`src/rtl/ifns_pkg.sv`:
```
// Shared defaults, widths and FSM state type for the IFNS bit-serial decoder.
package ifns_pkg;

  localparam int unsigned CW_W_DEF = 31;
  localparam int unsigned DW_DEF   = 22;
  localparam int unsigned IDX_W    = $clog2(CW_W_DEF + 1);
  localparam int unsigned FIB_W    = DW_DEF + 2;

  typedef enum logic [1:0] {
    StIdle,
    StRun,
    StDone
  } state_e;

endpackage

```
`src/rtl/ifns_fib_weight_gen.sv`:
```
// Fibonacci weight pair generator: on init holds F(1),F(2); each step advances the pair by one.
module ifns_fib_weight_gen #(
  parameter int unsigned W = 24
) (
  input  logic         clk,
  input  logic         rst,
  input  logic         init,
  input  logic         step,
  output logic [W-1:0] weight_cur,
  output logic [W-1:0] weight_nxt
);

  logic [W-1:0] fa_q, fa_d;
  logic [W-1:0] fb_q, fb_d;

  always_comb begin
    fa_d = fa_q;
    fb_d = fb_q;
    if (init) begin
      fa_d = W'(1);
      fb_d = W'(1);
    end else if (step) begin
      fa_d = fb_q;
      fb_d = fa_q + fb_q;
    end
  end

  always_ff @(posedge clk or posedge rst) begin
    if (rst) begin
      fa_q <= '0;
      fb_q <= '0;
    end else begin
      fa_q <= fa_d;
      fb_q <= fb_d;
    end
  end

  assign weight_cur = fa_q;
  assign weight_nxt = fb_q;

endmodule

```
`src/rtl/ifns_serial_decode_ctrl.sv`:
```
// Bit-serial IFNS codeword decoder: one codeword bit per clock, LSB first, fixed latency.
// Define IFNS_DEC_OVF_EN to add the ovf output and a one-bit-wider accumulator.
module ifns_serial_decode_ctrl
  import ifns_pkg::*;
#(
  parameter int unsigned CW_W = ifns_pkg::CW_W_DEF,
  parameter int unsigned DW   = ifns_pkg::DW_DEF
) (
  input  logic            clk,
  input  logic            rst,
  input  logic            in_valid,
  output logic            in_ready,
  input  logic [CW_W-1:0] in_cw,
  input  logic            abort,
  output logic            busy,
  output logic            out_valid,
  input  logic            out_ready,
  output logic [DW-1:0]   out_value
`ifdef IFNS_DEC_OVF_EN
  ,
  output logic            ovf
`endif
);

  localparam int unsigned IdxW = $clog2(CW_W + 1);
  localparam int unsigned FibW = DW + 2;
`ifdef IFNS_DEC_OVF_EN
  localparam int unsigned AccW = DW + 1;
`else
  localparam int unsigned AccW = DW;
`endif

  state_e            state_q, state_d;
  logic [CW_W-1:0]   sr_q, sr_d;
  logic [AccW-1:0]   acc_q, acc_d;
  logic [IdxW-1:0]   idx_q, idx_d;
  logic              fib_init, fib_step;
  logic [FibW-1:0]   weight_cur, weight_nxt, weight;
  logic              last;

  ifns_fib_weight_gen #(
    .W (FibW)
  ) u_fib (
    .clk        (clk),
    .rst        (rst),
    .init       (fib_init),
    .step       (fib_step),
    .weight_cur (weight_cur),
    .weight_nxt (weight_nxt)
  );

  assign last   = (idx_q == IdxW'(CW_W));
  // The top codeword bit is weighted F(CW_W+1), one step ahead of the running index.
  assign weight = last ? weight_nxt : weight_cur;

`ifdef IFNS_DEC_OVF_EN
  logic              ovf_q, ovf_d;
  logic [FibW:0]     sum_ext;
  logic [AccW-1:0]   acc_sum;
  logic              step_carry;

  assign sum_ext    = (FibW + 1)'(acc_q) + (FibW + 1)'(weight);
  assign acc_sum    = sum_ext[AccW-1:0];
  assign step_carry = |sum_ext[FibW:AccW];
`else
  logic [AccW-1:0]   acc_sum;

  assign acc_sum = acc_q + AccW'(weight);
`endif

  always_comb begin
    state_d  = state_q;
    sr_d     = sr_q;
    acc_d    = acc_q;
    idx_d    = idx_q;
    fib_init = 1'b0;
    fib_step = 1'b0;
`ifdef IFNS_DEC_OVF_EN
    ovf_d    = ovf_q;
`endif
    unique case (state_q)
      StIdle: begin
        if (in_valid) begin
          sr_d     = in_cw;
          acc_d    = '0;
          idx_d    = IdxW'(1);
          fib_init = 1'b1;
`ifdef IFNS_DEC_OVF_EN
          ovf_d    = 1'b0;
`endif
          state_d  = StRun;
        end
      end
      StRun: begin
        if (abort) begin
          state_d = StIdle;
        end else begin
          if (sr_q[0]) begin
            acc_d = acc_sum;
`ifdef IFNS_DEC_OVF_EN
            ovf_d = ovf_q | step_carry;
`endif
          end
          sr_d     = sr_q >> 1;
          fib_step = 1'b1;
          idx_d    = idx_q + IdxW'(1);
          if (last) state_d = StDone;
        end
      end
      StDone: begin
        if (abort || out_ready) state_d = StIdle;
      end
      default: state_d = StIdle;
    endcase
  end

  always_ff @(posedge clk or posedge rst) begin
    if (rst) begin
      state_q <= StIdle;
      sr_q    <= '0;
      acc_q   <= '0;
      idx_q   <= '0;
    end else begin
      state_q <= state_d;
      sr_q    <= sr_d;
      acc_q   <= acc_d;
      idx_q   <= idx_d;
    end
  end

`ifdef IFNS_DEC_OVF_EN
  always_ff @(posedge clk or posedge rst) begin
    if (rst) ovf_q <= 1'b0;
    else     ovf_q <= ovf_d;
  end

  assign ovf = (state_q == StDone) && (ovf_q || acc_q[DW]);
`endif

  assign in_ready  = (state_q == StIdle);
  assign busy      = (state_q != StIdle);
  assign out_valid = (state_q == StDone);
  assign out_value = acc_q[DW-1:0];

endmodule

```
`config.mk`:
```
export PLATFORM = sky130hd
export DESIGN_NAME = ifns_serial_decode_ctrl
export DESIGN_NICKNAME = d
export VERILOG_FILES = /design/src/rtl/ifns_pkg.sv /design/src/rtl/ifns_fib_weight_gen.sv /design/src/rtl/ifns_serial_decode_ctrl.sv
export SDC_FILE = /design/constraint.sdc
export NUM_CORES = 1
export LEC_CHECK = 0
export CAP_MARGIN = 20
export CORE_MARGIN = 10
export CORE_UTILIZATION = 63
export CTS_CLUSTER_DIAMETER = 150
export DETAILED_ROUTE_END_ITERATION = 10
export PLACE_DENSITY = 0.86
export RECOVER_POWER = 100
export SLEW_MARGIN = 20
export SYNTH_ARGS = -nofsm -noshare
export SYNTH_HDL_FRONTEND = slang
export SYNTH_SLANG_ARGS = --single-unit
```
`constraint.sdc`:
```
create_clock -name clk -period 7.4 [get_ports clk]
set_input_delay 1.48 -clock clk [delete_from_list [all_inputs] [get_ports clk]]
set_output_delay 1.48 -clock clk [all_outputs]
set_load 0.1 [all_outputs]
```
## Word-level counts from Yosys, hierarchy flattened

Index checks and enable logic that the tools add are counted.

| operators by class | value |
|---|---|
| $add $sub $neg | 3 |
| multipliers | 0 |
| div/mod/pow operators | 0 |
| $lt $le $gt $ge | 0 |
| eq/ne operators | 8 |
| shift-type cells | 0 |
| muxes and demuxes | 24 |
| bitwise logic cells | 0 |
| reduce and logical (&&, ||, !) cells | 8 |

Operator list:

| cell | number |
|---|---|
| 24-bit two-way mux | 4 |
| 22-bit two-way mux | 4 |
| 31-bit two-way mux | 2 |
| 31-bit case mux with 2 select lines | 1 |
| 22-bit case mux with 2 select lines | 1 |
| 24-bit adder | 1 |
| 22-bit adder | 1 |
| 5-bit two-way mux | 2 |
| 5-bit case mux with 2 select lines | 1 |
| 2-bit two-way mux | 4 |
| 2-bit inequality test, second input constant | 3 |
| 2-bit case mux with 3 select lines | 1 |
| 3-bit AND reduction | 2 |
| 2-bit nonzero test | 3 |
| 5-bit by 1-bit adder with 5-bit output, second input constant | 1 |
| 5-bit == test, second input constant | 1 |
| 1-bit two-way mux | 4 |
| 4-bit AND reduction | 1 |
| 3-bit inequality test, second input constant | 1 |
| 2-bit by 1-bit == test with 1-bit output, second input constant | 1 |
| 2-bit == test, second input constant | 1 |
| 2-bit zero test | 1 |
| 2-bit by 1-bit inequality test with 1-bit output, second input constant | 1 |
| 1-bit logical OR | 1 |

| word-level totals | value |
|---|---|
| register bits after elaboration | 108 |
| bits in latches | 0 |
| bits in writable memories | 0 |
| bits in read-only memories | 0 |
| bits of input ports | 36 |
| output and inout port bits | 25 |
| word-level logic and storage cells | 49 |
| memories kept | 0 |

## Logic depth before layout (Yosys ltp)

Gate-level depths: netlist of run 1.

| depth | value |
|---|---|
| depth after elaboration | 6 |
| gate-level depth with buffers | 15 |
| mapped depth without buffers | 13 |

## By module

From an unflattened synthesis of run 1, not the netlist that was laid out.

| second synthesis, totals | value |
|---|---|
| cell total of the unflattened synthesis | 797 |
| area, all modules | 7080.5 um^2 |

Modules (own cells, without submodules):

| module | instances | cells each | area an instance (um^2) | sequential area each (um^2) |
|---|---|---|---|---|
| ifns_serial_decode_ctrl | 1 | 461 | 3930.0 | 1501.4 |
| ifns_fib_weight_gen | 1 | 336 | 3150.5 | 1201.2 |

## Worst setup path after synthesis of run 1

No wires, ideal clock.

| timing | value |
|---|---|
| path kind | register to output |
| from | register state_q[0] |
| to | output busy |
| data arrival time | 2.675 ns |
| required time | 5.920 ns |
| slack | 3.245 ns |
| cell stages (with the launch flop) | 3 |
| path buffers | 0 |
| cell sequence | dfrtp_1 -> nor2_1 -> inv_1 |

| between the ends | value |
|---|---|
| longest elaborated chain between the ends | 1 |

RTL lines:

| element | line | text |
|---|---|---|
| from (decl) | ifns_serial_decode_ctrl.sv:33 | `state_e state_q, state_d;` |
| from (signal assigned) | ifns_serial_decode_ctrl.sv:119 | `state_q <= StIdle;` |
| from (signal assigned) | ifns_serial_decode_ctrl.sv:124 | `state_q <= state_d;` |
| 2-bit nonzero test | ifns_serial_decode_ctrl.sv:141 | `assign busy = (state_q != StIdle);` |
| to (decl) | ifns_serial_decode_ctrl.sv:15 | `output logic busy,` |

Every way passes these cells.

## Worst setup path after layout of run 1

| timing | value |
|---|---|
| from | input abort |
| to | register u_fib.fb_q[21] (netlist: u_fib.weight_nxt[21]) |

| between the ends | value |
|---|---|
| longest elaborated chain between the ends | 3 |

RTL lines:

| element | line | text |
|---|---|---|
| from (decl) | ifns_serial_decode_ctrl.sv:14 | `input logic abort,` |
| 1-bit two-way mux | ifns_serial_decode_ctrl.sv:95 | `if (abort) begin` |
| 1-bit two-way mux | ifns_serial_decode_ctrl.sv:81 | `unique case (state_q)` |
| 2-bit nonzero test (no source line) | n/a |  |
| to (signal assigned) | ifns_fib_weight_gen.sv:31 | `fb_q <= '0;` |
| to (signal assigned) | ifns_fib_weight_gen.sv:34 | `fb_q <= fb_d;` |
| to (decl) | ifns_fib_weight_gen.sv:14 | `logic [W-1:0] fb_q, fb_d;` |

Every way passes these cells.
A chain may end at the register's enable or synchronous reset.

==> run_results.csv, run 1 <==
group,metric,value,unit
route,routedWlPerCell,17.8,um
synth,syn-cell-area,0.00662,mm^2
worst_setup_path,path_class,"in2reg",
global_route,use_met3,6.57,%
floorplanning,ios,61,
synth,async_reset_ff_share,100,%
sta,finalSetupTns,0,ns
sta,fin_crit_sh,69.4,%
clock_tree,cts_tree,"done",
route,routed_wl,16400,um
final_layout,drive_gt1_share,6.64,%
final_layout,stdcell_area,0.00750,mm^2
global_route,grt_max_degree,78,
sta,max_freq,0.195,GHz
synth,synth_top_area_share,39.3,%
power,p_leak,0.00348,uW
route,first_iter_violations,556,
floorplanning,core,0.0103,mm^2
status,status,"complete, but fails checks",
worst_setup_path,cp.arrival,5.36,ns
min_path,min_path_type,"reg2reg",
clock_tree,hold_buffers,0,
floorplanning,die_w,123,um
floorplanning,die-area,0.0150,mm^2
synth,synth_area_leaders,"dfrtp_1 39%, ha_1 8.7%, nand2_1 6.6%",
sta,relSlewSlack,-25.0,%
worst_setup_path,start_kind,"input port",
sta,slew_viol_final,220,
sta,setup_viol,0,
global_route,grt_antenna_before_repair,1,
synth,yosys.area.top_type,"dfrtp_1",
status,violations,"max-capacitance violations, max-slew violations",
synth,synth-edff-count,0,
synth,ys_ff_latch,104,
power,power_frac_clock,26.7,%
global_route,met1_usage,29.2,%
power,peakVddDrop,216,uV
synth,syn_inst,744,
route,drt_first_pass_iters,6,
synth,synth_flop_cell,"dfrtp_1",
power,switchingPower,530,uW
sta,hold_ws,0.496,ns
worst_setup_path,critPathRequiredTime,7.62,ns
power,pwr-share-seq,46.6,%
worst_setup_path,r2r_slack,2.95,ns
final_layout,area_delta_synth_final,13.2,%
sta,hold_viol,0,
clock_tree,htreeDepth,3,
route,vias,5759,
clock_tree,cts_setup_buffers,0,
clock_tree,cts_made_buffers,9,
sta,tightest_slew,1.87,ns
worst_setup_path,cp_top_family,"buffers and inverters",
route,drtAntennaViolNets,0,
global_route,grt-busiest-layer,"met2",
clock_tree,cts_resized,0,
worst_setup_path,cpMostUsedCell,"clkbuf_1",
placed_design,placed_cell_area,0.00729,mm^2
route,drc,0,
placed_design,place_congestion,0.887,
global_route,overflow,0,
floorplanning,fp-row-count,37,
route,viasPerCell,6.26,
power,internal_power,1000,uW
sta,rsz0062_at_grt,"false",
synth,synth_seq_area_share,39.3,%
worst_setup_path,critPathBufInv,3,
clock_tree,clkTransAtPathRegs,0.10,ns
flow_run,cap_violations,4,
worst_setup_path,path_max_fanout,31,
final_layout,final_common_cell,"nand2_1",
worst_setup_path,slowest_stage,"clkbuf_1",
worst_setup_path,crit_chain,"dlygate4sd3_1 > nor2_2 > clkbuf_1 > nor2_1 > clkbuf_1 > nand2_1 > o21ai_0 > a211oi_1 > o31ai_1",
power,power_density,204,mW/mm^2
sta,fin_crit,5.14,ns
global_route,grt_pass1_wl,27400,um
clock_tree,clk_root_buffer_cell,"clkbuf_8",
placed_design,port_buffers,60,
floorplanning,initial_core_util,64.4,%
global_route,grt_pass1_vias,5661,
synth,ys_types,63,
global_route,gr-usage-met2,34.7,%
synth,synth_nets,828,
sta,fin_worst_skew,0.0129,ns
worst_setup_path,cp_slowest_stage_delay,1.15,ns
final_layout,fillCellCount,792,
power,power_frac_comb,26.7,%
worst_setup_path,endpoint_kind,"flop",
final_layout,final_nets,862,
final_layout,utilization,73.0,%
clock_tree,clockBufferDepth,2,
final_layout,layout_common_cells,"117 x nand2_1, 104 x dfrtp_1, 62 x nor2_1, 52 x o21ai_0, 46 x ha_1",
synth,avgSynthCellArea,8.90,um^2
clock_tree,clock-sinks,104,
clock_tree,clk_latency,0.39,ns
global_route,grtUsageTotal,22.3,%
floorplanning,die_h,123,um
power,switching_share,34.6,%
placed_design,hpwl,11700,um
synth,yosysWarnings,0,
-- final timing paths --
path	start	cells after the start	end
setup / recovery	abort	9	u_fib.weight_nxt[21]
setup reg to reg	state_q[1]	9	u_fib.weight_nxt[21]
hold / removal	idx_q[4]	2	idx_q[4]
hold reg to reg	idx_q[4]	2	idx_q[4]
min in group asynchronous	rst	2	out_value[20]
max in group asynchronous	rst	3	u_fib.weight_nxt[1]
-- power by group through the flow --
| stage | sequential [uW] | combinational (uW) | clock (uW) |
|---|---|---|---|
| finish | 714 | 409 | 410 |
| detailed placement | 723 | 414 | 0 |
| floorplan | 761 | 257 | 0 |
| global placement | 718 | 394 | 0 |
| CTS | 713 | 416 | 417 |
| global route | 726 | 450 | 438 |
-- cell usage after synthesis (8+ instances only) --
master / instances
nand2_1: 117
dfrtp_1: 104
nor2_1: 63
ha_1: 46
o21ai_0: 46
clkbuf_1: 39
nand3_1: 37
a31oi_1: 32
a21oi_1: 31
a22o_1: 23
mux2_2: 20
xor2_1: 19
xnor2_1: 15
inv_1: 12
o21ai_1: 11
o21a_1: 10
a211oi_1: 9
nor3_1: 9
o31ai_1: 9
a21o_1: 8
nand4_1: 8
-- final cells by class --
cell class	instances	area (um^2)	area share (%)
inverters	12	46.3	0.617
diodes	1	2.50	0.0334
clock buffers	12	155	2.07
flip-flops and latches	104	2600	34.7
well taps	136	170	2.27
repair buffers	68	643	8.58
clock inverters	4	76.3	1.02
multi-input cells	583	3800	50.7
-- worst min-delay path: cells and delay by family, from the launching register on --
family	cells	cell delay, ns
flops	1	0.37
simple gates	2	0.10
-- cells by family (layout without fill, tap and decap cells) --
logic type	after synthesis	count (layout)	share of synthesized area (%)
AND/OR/NAND/NOR	265	265	17.6
buffers and inverters	57	96	3.33
other	0	1	0
multiplexers	21	21	3.55
AO/OA/AOI/OAI	215	215	22.4
flip-flops	104	104	39.3
adder cells (fa/ha/maj)	48	48	9.30
XOR/XNOR	34	34	4.50
-- flip-flops by register name, summed over array words and instances, names as in the netlist --
register and cells:
out_value 22, u_fib.weight_cur 22, u_fib.weight_nxt 22, state_q 2, sr_q 31, idx_q 5
-- per-layer routing --
layer	share of wire [%]	vias up
met5	0	-
met4	2.1	0
met3	7.4	37
met2	48	207
met1	43	2766
li1	-	2749
-- per-stage QoR --
stage,instances,power (uW),setup WS (ns)
after floorplan,744,1020,3.19
after global placement,903,1110,3.60
after detailed placement,903,1140,3.47
after CTS,919,1550,3.45
after global routing,920,1610,1.99
final,920,1530,2.26
Note: power is estimated with default switching activity, not from simulation.
==> inputs of run 2 (changes only) <==
Settings changed: CORE_UTILIZATION 63 to 58, PLACE_DENSITY 0.86 to 0.8.
Clock period 7.4 ns to 5.1 ns, I/O delays scaled along.
==> run 2 against run 1 <==
The flow still finishes with violations (max-capacitance violations, max-slew violations); first-iteration DRC count down 14%; via count fell by 0.99%; combinational power increased by 44%; sequential power increased by 46%; non-clock buffer count is 2 higher; critical path depth fell by 1; utilization down 4.4 points; flip-flop and latch count unchanged; largest cell class unchanged; highest routed layer unchanged.
==> run_results.csv, run 2 (same netlist as run 1, synthesis figures left out) <==
group,metric,value,unit
min_path,hold_end,"idx_q[4]",
clock_tree,cts_tree,"done",
min_path,min_path_type,"reg2reg",
clock_tree,cts_setup_buffers,0,
worst_setup_path,start_kind,"input port",
worst_setup_path,r2r-start,"idx_q[0]",
status,status,"complete, but fails checks",
placed_design,place_congestion,0.934,
power,power_frac_clock,29.6,%
worst_setup_path,critPathRequiredTime,5.34,ns
min_path,holdPathStages,2,
final_layout,n_antenna_cell,0,
placed_design,port_buffers,60,
final_layout,final_common_cell,"nand2_1",
final_layout,layout_common_cells,"116 x nand2_1, 104 x dfrtp_1, 62 x nor2_1, 54 x o21ai_0, 46 x ha_1",
final_layout,drive_gt1_share,6.51,%
power,power.total,2320,uW
route,drtAntennaViolNets,0,
sta,fin_crit_sh,84.7,%
final_layout,utilization,68.5,%
route,routed_wl,16200,um
global_route,grt_pass1_wl,27100,um
floorplanning,die_h,127,um
power,power_density,306,mW/mm^2
sta,slew_viol_final,32,
sta,finalSetupTns,0,ns
clock_tree,clk_root_buffer_cell,"clkbuf_16",
worst_setup_path,endpoint_kind,"flop",
clock_tree,clock-sinks,104,
worst_setup_path,r2r-end,"out_value[21]",
power,switching_share,34.1,%
sta,setup_viol,0,
final_layout,largest_reg_flops,31,
clock_tree,hold_buffers,0,
clock_tree,clkTransAtPathRegs,0.07,ns
route,drc,0,
sta,max_freq,0.231,GHz
status,violations,"max-capacitance violations, max-slew violations",
power,p_leak,0.00349,uW
clock_tree,htreeDepth,3,
sta,fin_worst_skew,0.00676,ns
global_route,grtUsageTotal,20.0,%
route,drt_first_pass_iters,5,
worst_setup_path,path_class,"in2reg",
global_route,grt_antenna_before_repair,0,
clock_tree,cts_made_buffers,9,
route,vias,5702,
final_layout,stdcell_area,0.00756,mm^2
worst_setup_path,path_max_fanout,31,
placed_design,hpwl,11700,um
final_layout,final_nets,864,
final_layout,largest_register,"sr_q",
sta,rsz0062_at_grt,"false",
floorplanning,die_w,127,um
global_route,grt_pass1_vias,5450,
worst_setup_path,cp.arrival,4.56,ns
sta,tightest_slew,1.51,ns
final_layout,area_delta_synth_final,14.2,%
worst_setup_path,r2r_slack,0.80,ns
worst_setup_path,rr_worst_depth,13,
floorplanning,fp-row-count,38,
floorplanning,initial_core_util,60.0,%
power,internal_power,1530,uW
global_route,grt_max_degree,88,
sta,hold_viol,0,
sta,fin_crit,4.32,ns
power,switchingPower,790,uW
clock_tree,clockBufferDepth,2,
route,first_iter_violations,477,
power,pwr-share-seq,45.0,%
clock_tree,clk_latency,0.35,ns
floorplanning,core,0.0110,mm^2
min_path,min_from,"idx_q[4]",
flow_run,cap_violations,1,
route,routedWlPerCell,17.6,um
placed_design,placed_cell_area,0.00731,mm^2
floorplanning,ios,61,
sta,relSlewSlack,-0.564,%
power,power_frac_comb,25.5,%
sta,hold_ws,0.487,ns
power,peakVddDrop,342,uV
clock_tree,cts_resized,0,
global_route,overflow,0,
floorplanning,die-area,0.0161,mm^2
route,viasPerCell,6.17,
-- run 2: cell count changes in the layout (fill, tap and decap cells not counted), sizes merged --
cell and change:
bufinv -1, clkdlybuf4s50 +1, clkinv +1, diode -1, dlygate4sd3 -1, inv +1
-- run 2: how the worst max path moves through the flow --
stage                         from             to  slack [ns]
after floorplan           idx_q[0]  out_value[18]        1.19
after global placement    idx_q[0]  out_value[18]        1.48
after detailed placement  idx_q[0]  out_value[18]        1.35
after CTS                 idx_q[0]  out_value[18]        1.32
after global routing         abort  out_value[18]        0.58
final                        abort  out_value[18]        0.78
-- run 2: power by group through the flow --
stage	clock network (uW)	logic [uW]	registers, uW
final	685	590	1040
after global routing	738	653	1060
after CTS	698	604	1040
after detailed placement	0	601	1050
after global placement	0	577	1050
after floorplan	0	374	1100
-- run 2: final cells by class --
cell class / instances / area, um^2
timing repair buffer: 70 / 649
tap: 140 / 175
inverter: 12 / 50.0
fill: 873 / 3470
multi-input combinational: 583 / 3800
sequential: 104 / 2600
clock inverter: 5 / 58.8
clock buffer: 10 / 229
-- run 2: worst max-delay path: stages --
cell,delay [ns]
dlygate4sd3_1,0.58
nor2_2,0.11
clkbuf_1,1.11
nand2_1,0.69
clkbuf_1,0.46
nand3_1,0.17
o311ai_0,0.14
a211o_1,0.25
-- run 2: metal layers --
layer / up-vias / share of wire [%] / GRT usage [%]
met5: - / 0 / 0
met4: 0 / 1.3 / 4.62
met3: 19 / 6.2 / 5.16
met2: 167 / 47 / 31.8
met1: 2755 / 45 / 26.6
li1: 2761 / - / -
-- run 2: stage by stage --
step	std cells	setup WS (ns)
floorplan	744	1.19
finish	924	0.780
global placement	909	1.48
CTS	924	1.32
global route	924	0.577
detailed placement	909	1.35
